==> src/rtl/dmac_pkg.sv <==
`default_nettype none
// +----------------------------------------------------------------------+
// | Module      : dmac_pkg                                               |
// | Description : Shared types, constants and burst sizing helper for    |
// |               the DMAC copy engine.                                  |
// | Revision    : 1.0 - initial release                                  |
// +----------------------------------------------------------------------+
package dmac_pkg;

  typedef enum logic [1:0] {
    RIDLE = 2'd0,
    RAR   = 2'd1,
    RDAT  = 2'd2
  } rd_state_t;

  typedef enum logic [1:0] {
    WIDLE = 2'd0,
    WAW   = 2'd1,
    WDAT  = 2'd2,
    WRSP  = 2'd3
  } wr_state_t;

  localparam int MAX_BURST_BEATS = 16;
  localparam int DATA_WIDTH_DFLT = 32;
  localparam int BEAT_BYTES      = DATA_WIDTH_DFLT / 8;

  // Beats in the next burst: whatever is left, capped at one 16-beat burst.
  function automatic logic [4:0] burst_beats(input logic [31:0] remain);
    if (remain > 32'(MAX_BURST_BEATS)) begin
      return 5'(MAX_BURST_BEATS);
    end
    return remain[4:0];
  endfunction

endpackage
`default_nettype wire

==> src/rtl/dmac_burst_gen.sv <==
`default_nettype none
// +----------------------------------------------------------------------+
// | Module      : dmac_burst_gen                                         |
// | Description : Address / remaining-beat tracker for one AXI direction;|
// |               presents the next burst size and AXI len.              |
// | Revision    : 1.0 - initial release                                  |
// +----------------------------------------------------------------------+
module dmac_burst_gen
  import dmac_pkg::*;
#(
  parameter int ADDR_WIDTH = 32,
  parameter int LEN_WIDTH  = 16,
  parameter int BEAT_SIZE  = BEAT_BYTES
) (
  input  logic                  clk,
  input  logic                  rst_n,
  input  logic                  load,
  input  logic [ADDR_WIDTH-1:0] load_addr,
  input  logic [LEN_WIDTH-1:0]  load_beats,
  input  logic                  advance,
  output logic [ADDR_WIDTH-1:0] addr,
  output logic [LEN_WIDTH-1:0]  remain,
  output logic [4:0]            beats,
  output logic [3:0]            len
);

  assign beats = burst_beats(32'(remain));
  assign len   = 4'(beats - 5'd1);

  // Load a new job, or step past the burst just accepted by the slave.
  always_ff @(posedge clk) begin
    if (!rst_n) begin
      addr   <= '0;
      remain <= '0;
    end else if (load) begin
      addr   <= load_addr;
      remain <= load_beats;
    end else if (advance) begin
      addr   <= addr + ADDR_WIDTH'(beats) * ADDR_WIDTH'(BEAT_SIZE);
      remain <= remain - LEN_WIDTH'(beats);
    end
  end

endmodule
`default_nettype wire

==> src/rtl/dmac_engine.sv <==
`default_nettype none
// +----------------------------------------------------------------------+
// | Module      : dmac_engine                                            |
// | Description : Single-channel DMA copy sequencer. AXI4 INCR reads     |
// |               fill an external show-ahead FIFO, AXI4 INCR writes     |
// |               drain it. Optional macro DMAC_ERR_EN adds rresp_i,     |
// |               bresp_i and a sticky err_o.                            |
// | Revision    : 1.0 - initial release                                  |
// +----------------------------------------------------------------------+
module dmac_engine
  import dmac_pkg::*;
#(
  parameter int ADDR_WIDTH     = 32,
  parameter int DATA_WIDTH     = 32,
  parameter int FIFO_DEPTH_LG2 = 4,
  parameter int LEN_WIDTH      = 16
) (
  input  logic                  clk,
  input  logic                  rst_n,
  input  logic                  start_i,
  input  logic [ADDR_WIDTH-1:0] src_addr_i,
  input  logic [ADDR_WIDTH-1:0] dst_addr_i,
  input  logic [LEN_WIDTH-1:0]  byte_len_i,
  output logic                  busy_o,
  output logic                  done_o,
  output logic [ADDR_WIDTH-1:0] araddr_o,
  output logic [3:0]            arlen_o,
  output logic                  arvalid_o,
  input  logic                  arready_i,
  input  logic [DATA_WIDTH-1:0] rdata_i,
  input  logic                  rlast_i,
  input  logic                  rvalid_i,
  output logic                  rready_o,
  output logic [ADDR_WIDTH-1:0] awaddr_o,
  output logic [3:0]            awlen_o,
  output logic                  awvalid_o,
  input  logic                  awready_i,
  output logic [DATA_WIDTH-1:0] wdata_o,
  output logic                  wlast_o,
  output logic                  wvalid_o,
  input  logic                  wready_i,
  input  logic                  bvalid_i,
  output logic                  bready_o,
  input  logic                  fifo_full_i,
  input  logic                  fifo_empty_i,
  output logic                  fifo_wren_o,
  output logic                  fifo_rden_o,
  output logic [DATA_WIDTH-1:0] fifo_wdata_o,
  input  logic [DATA_WIDTH-1:0] fifo_rdata_i
`ifdef DMAC_ERR_EN
  ,
  input  logic [1:0]            rresp_i,
  input  logic [1:0]            bresp_i,
  output logic                  err_o
`endif
);

  localparam int DEPTH      = 2 ** FIFO_DEPTH_LG2;
  localparam int CW         = FIFO_DEPTH_LG2 + 1;
  localparam int BEAT_SHIFT = $clog2(DATA_WIDTH / 8);

  rd_state_t rd_state, rd_next;
  wr_state_t wr_state, wr_next;

  logic                  busy, done;
  logic [CW-1:0]         fill_cnt, credit_cnt;
  logic [3:0]            wbeat_cnt;
  logic                  start_acc, load, ar_hs, aw_hs, w_hs, b_hs;
  logic [LEN_WIDTH-1:0]  len_beats;
  logic [ADDR_WIDTH-1:0] rd_addr, wr_addr;
  logic [LEN_WIDTH-1:0]  rd_remain, wr_remain;
  logic [4:0]            rd_beats, wr_beats;
  logic [3:0]            rd_len, wr_len;

  assign len_beats = byte_len_i >> BEAT_SHIFT;
  assign start_acc = start_i & ~busy;
  assign load      = start_acc & (len_beats != '0);

  assign ar_hs = arvalid_o & arready_i;
  assign aw_hs = awvalid_o & awready_i;
  assign w_hs  = wvalid_o & wready_i;
  assign b_hs  = bvalid_i & bready_o;

  dmac_burst_gen #(
    .ADDR_WIDTH(ADDR_WIDTH), .LEN_WIDTH(LEN_WIDTH), .BEAT_SIZE(DATA_WIDTH / 8)
  ) u_rd_gen (
    .clk(clk), .rst_n(rst_n), .load(load), .load_addr(src_addr_i),
    .load_beats(len_beats), .advance(ar_hs), .addr(rd_addr),
    .remain(rd_remain), .beats(rd_beats), .len(rd_len)
  );

  dmac_burst_gen #(
    .ADDR_WIDTH(ADDR_WIDTH), .LEN_WIDTH(LEN_WIDTH), .BEAT_SIZE(DATA_WIDTH / 8)
  ) u_wr_gen (
    .clk(clk), .rst_n(rst_n), .load(load), .load_addr(dst_addr_i),
    .load_beats(len_beats), .advance(aw_hs), .addr(wr_addr),
    .remain(wr_remain), .beats(wr_beats), .len(wr_len)
  );

  assign busy_o       = busy;
  assign done_o       = done;
  assign araddr_o     = rd_addr;
  assign arlen_o      = rd_len;
  assign awaddr_o     = wr_addr;
  assign awlen_o      = wr_len;
  assign fifo_wren_o  = rvalid_i & rready_o;
  assign fifo_wdata_o = rdata_i;
  assign fifo_rden_o  = w_hs;
  assign wdata_o      = fifo_rdata_i;
  assign wlast_o      = wvalid_o & (wbeat_cnt == '0);

  // Job control: accept a start while idle; finish on the final write response.
  always_ff @(posedge clk) begin
    if (!rst_n) begin
      busy <= 1'b0;
      done <= 1'b0;
    end else begin
      done <= 1'b0;
      if (start_acc) begin
        busy <= (len_beats != '0);
        done <= (len_beats == '0);
      end else if (b_hs && wr_remain == '0) begin
        busy <= 1'b0;
        done <= 1'b1;
      end
    end
  end

  // State registers for the independent read and write sequencers.
  always_ff @(posedge clk) begin
    if (!rst_n) begin
      rd_state <= RIDLE;
      wr_state <= WIDLE;
    end else begin
      rd_state <= rd_next;
      wr_state <= wr_next;
    end
  end

  // Read sequencer: only request a burst the FIFO is guaranteed to absorb.
  always_comb begin
    rd_next   = rd_state;
    arvalid_o = 1'b0;
    rready_o  = 1'b0;
    case (rd_state)
      RIDLE: begin
        if (busy && rd_remain != '0 &&
            (32'(DEPTH) - 32'(credit_cnt)) >= 32'(rd_beats)) begin
          rd_next = RAR;
        end
      end
      RAR: begin
        arvalid_o = 1'b1;
        if (arready_i) rd_next = RDAT;
      end
      RDAT: begin
        rready_o = 1'b1;
        if (rvalid_i && rlast_i) rd_next = RIDLE;
      end
      default: rd_next = RIDLE;
    endcase
  end

  // Write sequencer: only issue a burst whose data is already in the FIFO.
  always_comb begin
    wr_next   = wr_state;
    awvalid_o = 1'b0;
    wvalid_o  = 1'b0;
    bready_o  = 1'b0;
    case (wr_state)
      WIDLE: begin
        if (busy && wr_remain != '0 && 32'(fill_cnt) >= 32'(wr_beats)) begin
          wr_next = WAW;
        end
      end
      WAW: begin
        awvalid_o = 1'b1;
        if (awready_i) wr_next = WDAT;
      end
      WDAT: begin
        wvalid_o = 1'b1;
        if (wready_i && wbeat_cnt == '0) wr_next = WRSP;
      end
      WRSP: begin
        bready_o = 1'b1;
        if (bvalid_i) wr_next = WIDLE;
      end
      default: wr_next = WIDLE;
    endcase
  end

  // fill_cnt: unclaimed FIFO data; credit_cnt: FIFO slots reserved by reads.
  always_ff @(posedge clk) begin
    if (!rst_n) begin
      fill_cnt   <= '0;
      credit_cnt <= '0;
      wbeat_cnt  <= '0;
    end else begin
      fill_cnt   <= fill_cnt + CW'(fifo_wren_o) - (aw_hs ? CW'(wr_beats) : '0);
      credit_cnt <= credit_cnt + (ar_hs ? CW'(rd_beats) : '0) - CW'(fifo_rden_o);
      if (aw_hs) begin
        wbeat_cnt <= wr_len;
      end else if (w_hs && wbeat_cnt != '0) begin
        wbeat_cnt <= wbeat_cnt - 4'd1;
      end
    end
  end

`ifdef DMAC_ERR_EN
  logic err;
  logic resp_lsb_unused;
  assign resp_lsb_unused = rresp_i[0] ^ bresp_i[0];
  assign err_o = err;

  // Sticky error flag: any SLVERR/DECERR response; cleared by a new start.
  always_ff @(posedge clk) begin
    if (!rst_n) begin
      err <= 1'b0;
    end else if (start_acc) begin
      err <= 1'b0;
    end else if ((fifo_wren_o && rresp_i[1]) || (b_hs && bresp_i[1])) begin
      err <= 1'b1;
    end
  end
`endif

`ifndef SYNTHESIS
  logic [4:0] r_seen, r_exp;

  // Track R beats within the current read burst for the rlast check.
  always_ff @(posedge clk) begin
    if (!rst_n) begin
      r_seen <= '0;
      r_exp  <= '0;
    end else if (ar_hs) begin
      r_seen <= '0;
      r_exp  <= rd_beats;
    end else if (fifo_wren_o) begin
      r_seen <= r_seen + 5'd1;
    end
  end

  a_no_overflow: assert property (@(posedge clk) disable iff (!rst_n)
    !(fifo_wren_o && fifo_full_i));
  a_no_underflow: assert property (@(posedge clk) disable iff (!rst_n)
    !(fifo_rden_o && fifo_empty_i));
  a_rlast_pos: assert property (@(posedge clk) disable iff (!rst_n)
    fifo_wren_o |-> (rlast_i == ((r_seen + 5'd1) == r_exp)));
`endif

endmodule
`default_nettype wire

==> config.mk <==
export PLATFORM = sky130hd
export DESIGN_NAME = dmac_engine
export DESIGN_NICKNAME = d
export VERILOG_FILES = /design/src/rtl/dmac_pkg.sv /design/src/rtl/dmac_burst_gen.sv /design/src/rtl/dmac_engine.sv
export SDC_FILE = /design/constraint.sdc
export NUM_CORES = 1
export LEC_CHECK = 0
export ABC_AREA = 1
export ABC_CLOCK_PERIOD_IN_PS = 2900
export CORE_UTILIZATION = 42
export DETAILED_ROUTE_END_ITERATION = 10
export PLACE_DENSITY = 0.78
export SYNTH_ARGS = -nofsm -noshare
export SYNTH_HDL_FRONTEND = slang
export SYNTH_SLANG_ARGS = --single-unit
==> constraint.sdc <==
create_clock -name clk -period 2.9 [get_ports clk]
set_input_delay 0.87 -clock clk [delete_from_list [all_inputs] [get_ports clk]]
set_output_delay 0.87 -clock clk [all_outputs]
set_load 0.005 [all_outputs]
======== Word-level counts from Yosys, hierarchy flattened ========
Index checks and enable logic that the tools add are counted.
storage, ports and cells
  bits in writable memories ............... 0
  word-level logic and storage cells ...... 111
  memories kept ........................... 0
  input bits .............................. 155
  bits in read-only memories .............. 0
  bits in latches ......................... 0
  flip-flop bits (word level) ............. 116
  output and inout port bits .............. 146
operators by class
  equal/unequal tests ..................... 12
  bitwise logic cells ..................... 10
  reduce and logical (&&, ||, !) cells .... 24
  magnitude comparators ................... 4
  shift-type cells ........................ 0
  mux-type cells .......................... 36
  add/sub/neg operators ................... 12
  divide/modulo/power cells ............... 0
  multiply operators ...................... 0
operators with widths
  kind                                                                               count
  32-bit 2-to-1 mux                                                                  4
  32-bit by 7-bit adder with 32-bit output                                           2
  14-bit 2-to-1 mux                                                                  4
  16-bit nonzero test                                                                3
  32-bit by 5-bit greater-or-equal comparator with 1-bit output                      1
  16-bit by 5-bit greater-than comparator with 1-bit output (second input constant)  2
  16-bit zero test                                                                   2
  16-bit by 5-bit subtractor with 16-bit output                                      2
  5-bit 2-to-1 mux                                                                   6
  2-bit 2-to-1 mux                                                                   7
  2-bit inequality test (second input constant)                                      7
  4-bit by 1-bit subtractor with 4-bit output (second input constant)                3
  1-bit 2-to-1 mux                                                                   11
  1-bit AND                                                                          8
  1-bit logical AND                                                                  8
  4-bit 2-to-1 mux                                                                   2
  2-bit one-hot mux with 4 select lines                                              1
  2-bit nonzero test                                                                 4
  2-bit == test (second input constant)                                              3
  2-bit one-hot mux with 3 select lines                                              1
  5-bit by 5-bit subtractor with 6-bit output (first input constant)                 1
  5-bit by 1-bit adder with 5-bit output                                             1
  5-bit adder                                                                        1
  5-bit greater-or-equal comparator                                                  1
  10 further kinds                                                                   13

======== Depth between registers and ports, before layout ========
  depth after elaboration ................. 7
  mapped depth ............................ 21
  depth with buffers taken out ............ 21

======== Modules after synthesis ========
From an unflattened synthesis, not the netlist that was laid out.
unflattened totals
  cells, all modules ...................... 1,350
  area total of the unflattened synthesis .. 9,057.4 um^2
by module, submodules not included
  module          area each (um^2)  cells each  times used  sequential area each (um^2)
  dmac_burst_gen  3,359.5           506         2           960.9
  dmac_engine     2,338.5           338         1           400.4

======== Worst setup path after synthesis ========
Ideal clock, no wire load.
  kind .................................... input to register
  from .................................... in arready_i
  to ...................................... reg credit_cnt[4]
  arrival ................................. 2,854 ps
  cell stages on the path ................. 12
  setup slack ............................. -82 ps
  library setup time ...................... 128 ps
  data required time ...................... 2,772 ps
  cell sequence ........................... nand2_2 clkinv_1 nand2_1 ha_1 inv_1 ha_1 inv_1 fa_1 o31ai_1 xor2_1 xnor2_1 nor2_1
on the way
  longest elaborated chain between the ends .. 4
RTL lines
  what                                         line                RTL
  from (decl)                                  dmac_engine.sv:29   input logic arready_i,
  1-bit AND                                    dmac_engine.sv:79   assign ar_hs = arvalid_o & arready_i;
  5-bit 2-to-1 mux                             dmac_engine.sv:200  credit_cnt <= credit_cnt + (ar_hs ? CW'(rd_beats) : '0) - CW'(fifo_rden_o);
  5-bit adder                                  dmac_engine.sv:200
  5-bit by 1-bit subtractor with 5-bit output  dmac_engine.sv:200
  to (signal assigned)                         dmac_engine.sv:200
  to (decl)                                    dmac_engine.sv:66   logic [CW-1:0] fill_cnt, credit_cnt;
No other way between the ends.
A chain may end at the register's enable or synchronous reset.

======== Final worst setup path ========
  from .................................... reg u_rd_gen.remain[8]
  to ...................................... out arlen_o[3]
on the way
  longest elaborated chain between the ends .. 4
RTL lines
  what                                                       line                  RTL
  from (decl)                                                dmac_burst_gen.sv:22  output logic [LEN_WIDTH-1:0] remain,
  from (signal assigned)                                     dmac_burst_gen.sv:37  remain <= load_beats;
  from (signal assigned)                                     dmac_burst_gen.sv:40  remain <= remain - LEN_WIDTH'(beats);
  16-bit by 5-bit greater-than comparator with 1-bit output  dmac_pkg.sv:29        if (remain > 32'(MAX_BURST_BEATS)) begin
  1-bit 2-to-1 mux                                           dmac_pkg.sv:29
  5-bit 2-to-1 mux                                           dmac_pkg.sv:32        return remain[4:0];
  4-bit by 1-bit subtractor with 4-bit output                dmac_burst_gen.sv:28  assign len = 4'(beats - 5'd1);
  to (decl)                                                  dmac_engine.sv:27     output logic [3:0] arlen_o,
No other way between the ends.

==> results.cfg <==
[place]
port_buffers = 168
place_hpwl_mm = 19.99
routabilityCongestion = 0.9603
dp_cells = 1763
placed_area_mm2 = 0.01096

[sta]
whs_ns = 0.4508
period_needed_ns = 2.845
fin_crit_sh = 0.9811
hold_viol = 0
slew_violations = 0
setup_viol = 0
clock_skew_ns = 0.008866
max_freq_mhz = 351.5
worstMarginPinSlew_ns = 0.5272
fin_setup_tns_ns = 0
relSlewSlack = 0.6453
rsz0062_at_grt = true

[logic_synthesis]
synth_edf_count = 0
ys_ff_latch = 116
synth_top_cell_by_area = dfxtp_1
synth_compound_area_frac = 0.1352
async_flop_share = 0
syn_avg_cell_area_um2 = 6.599
synthAdderAreaFrac = 0.07487
yosys.area_share.simple = 0.3198
yosysSeqAreaShare = 0.2652
synth-main-ff-cell = dfxtp_1
synth_xor_area_frac = 0.05486
synth_commonest_cells = 333 x nand2_1, 162 x inv_1, 121 x nor2_1, 116 x dfxtp_1, 71 x a21oi_1
synth.most_common_cell = nand2_1
yosysTopAreaCellShare = 0.2652
synth_cell_types = 51
yosys_warnings = 0
synth_area_mm2 = 0.008757
muxShareOfSynthArea = 0
syn_inst = 1327
ys_top_cells_by_area = dfxtp_1 27%, nand2_1 14%, inv_1 6.9%
synth_top_family_by_area = simple AND/OR/NAND/NOR gates

[global_routing]
track_usage = 0.2484
grt_pass1_vias = 9012
grt_pass1_wl_mm = 43.14
grt_max_degree = 47
antenna_found_initial = 0
overflow = 0

[cells_and_area]
drive_gt1_frac = 0.1816
syn_to_final_growth_pct = 36.30
fin_area_mm2 = 0.01194
finalNetCount = 1736
antenna_cells = 0
finalNonFillerCells = 1812
final_core_util = 0.5861

[clocking]
clkTransAtPathRegs_ns = 0.05
cts.hold.buffers_added = 0
htree_levels = 4
root_buffer = clkbuf_16
clock_path_buffers = 2
clk_latency_ns = 0.42
cts_tree = yes
cts_buffers = 17
clkSinkCount = 116

[pwr]
powerDensity_mw_per_mm2 = 554.5
p_leak_nw = 5.118
irDropWorstVdd_mv = 0.4306

[worst_setup_path]
critPathTopFamily = buffers and inverters
cp.arrival_ns = 1.98
cp.buffers_inverters = 5
critPathMaxStageDelay_ns = 0.35
critPathLaunchType = flip-flop
crit_path_end_kind = output port
crit_required_ns = 2.03
cp_cell_sequence = nor2_4, nand2_2, nor2_4, buf_4, buf_4, nand3_2, buf_4, inv_2, nand3_2, clkdlybuf4s15_1
critPathKind = reg2out
crit_slowest_cell = dfxtp_4
cpMostUsedCell = buf_4
crit_fanout = 3

[routing]
vias = 9508
viasPerCell = 5.247
detail-route-antenna-nets = 0
totalWireLength_mm = 27.20
dr.pass1.iters = 7
drtIter0Drc = 755
drc = 0
drt-wirelength-per-cell_um = 15.01

[status]
status = finished, final reports clean

[flow_run]
maxCapViolations = 0

[floorplan]
fp-row-count = 52
core_area_mm2 = 0.02036
ios = 301
die_h_um = 146.4
die-area_mm2 = 0.02143
die_w_um = 146.4
initial_utilization = 0.4300

[hold_path]
hold_class = reg2reg
## power by group
part	total, mW	internal (mW)	switching (mW)
registers	1.96	1.77	0.183
logic	2.69	1.24	1.44
clock network	1.97	1.25	0.721
total	6.62	4.27	2.35
## what timing repair did
| item | in CTS | in global routing |
|---|---|---|
| endpoints found under the setup margin | 12 | 44 |
| pin swaps | 13 | 22 |
| buffers inserted | 10 | 10 |
| resized for setup | 43 | 70 |
## cells in the final DEF (no fill, tap or decap), types with 17 or more instances in the layout
cell type	netlist	layout
inv_1	162	153
nand2_1	333	322
nor3_1	24	21
a31oi_1	37	37
xor2_1	40	40
buf_4	68	104
nand2_2	13	23
ha_1	46	38
nand3_1	68	63
nand4_1	20	20
a21oi_1	71	64
inv_2	10	20
nor2_1	121	105
clkdlybuf4s50_1	0	159
o21ai_0	53	52
clkbuf_16	0	17
dfxtp_1	116	111
## metrics by stage
stage | power, mW | worst slack [ns]
CTS | 6.501 | 0.0003686
floorplan | 3.515 | 0.03889
global placement | 4.369 | -0.3638
detailed placement | 4.442 | -0.4428
global route | 7.035 | -0.06218
finish | 6.619 | 0.05485
## sequential cells by signal (all words and copies together), names as in the netlist
signal / cells
u_wr_gen.remain: 16
u_wr_gen.addr: 32
rd_state: 2
wbeat_cnt: 4
credit_cnt: 5
u_rd_gen.remain: 16
wr_state: 2
u_rd_gen.addr: 32
done_o: 1
fill_cnt: 5
busy_o: 1
## worst register-to-register path, cell delays in order, from the launching register on
cell	delay, ns
dfxtp_4	0.35
nor2_4	0.12
nand2_2	0.09
nor2_4	0.14
buf_4	0.13
buf_4	0.11
nand3_2	0.09
buf_4	0.17
ha_2	0.38
nand2_1	0.13
inv_1	0.12
a21oi_4	0.09
nor2_1	0.28
nand3_1	0.16
xor2_1	0.17
a21oi_1	0.13
nor2_1	0.05
## worst paths after layout
| kind | startpoint | to | slack (ns) | cells after the start |
|---|---|---|---|---|
| worst max-delay path | u_rd_gen.remain[8] | arlen_o[3] | 0.05 | 10 |
| worst min-delay path | u_wr_gen.remain[15] | u_wr_gen.remain[15] | 0.45 | 2 |
| worst max register to register | u_rd_gen.remain[8] | u_rd_gen.addr[25] | 0.09 | 16 |
| worst min register to register | u_wr_gen.remain[15] | u_wr_gen.remain[15] | 0.45 | 2 |
## metal layers
layer / part of all wire / vias up / global-route usage / routed length (um)
li1: - / 4649 / - / -
met1: 0.43 / 4433 / 0.3231 / 11790
met2: 0.48 / 369 / 0.4138 / 12980
met3: 0.070 / 57 / 0.04969 / 1904
met4: 0.019 / 0 / 0.07292 / 518
met5: 0 / - / 0 / 0
## area by class of cell
class	instances	area, um2
Fill cell	1831	8428
Multi-Input combinational cell	938	5418
Timing Repair Buffer	283	2646
Sequential cell	116	2331
Inverter	175	658.1
Clock buffer	25	495.5
Tap cell	270	337.8
Clock inverter	5	50.05
## logic make-up after synthesis
kind of cell	after synthesis
simple gates	626
buf+inv	274
xor+xnor	54
compound gates	206
fa+ha+maj	50
flops	116
other cells	1
Note: power is estimated with default switching activity, not from simulation.
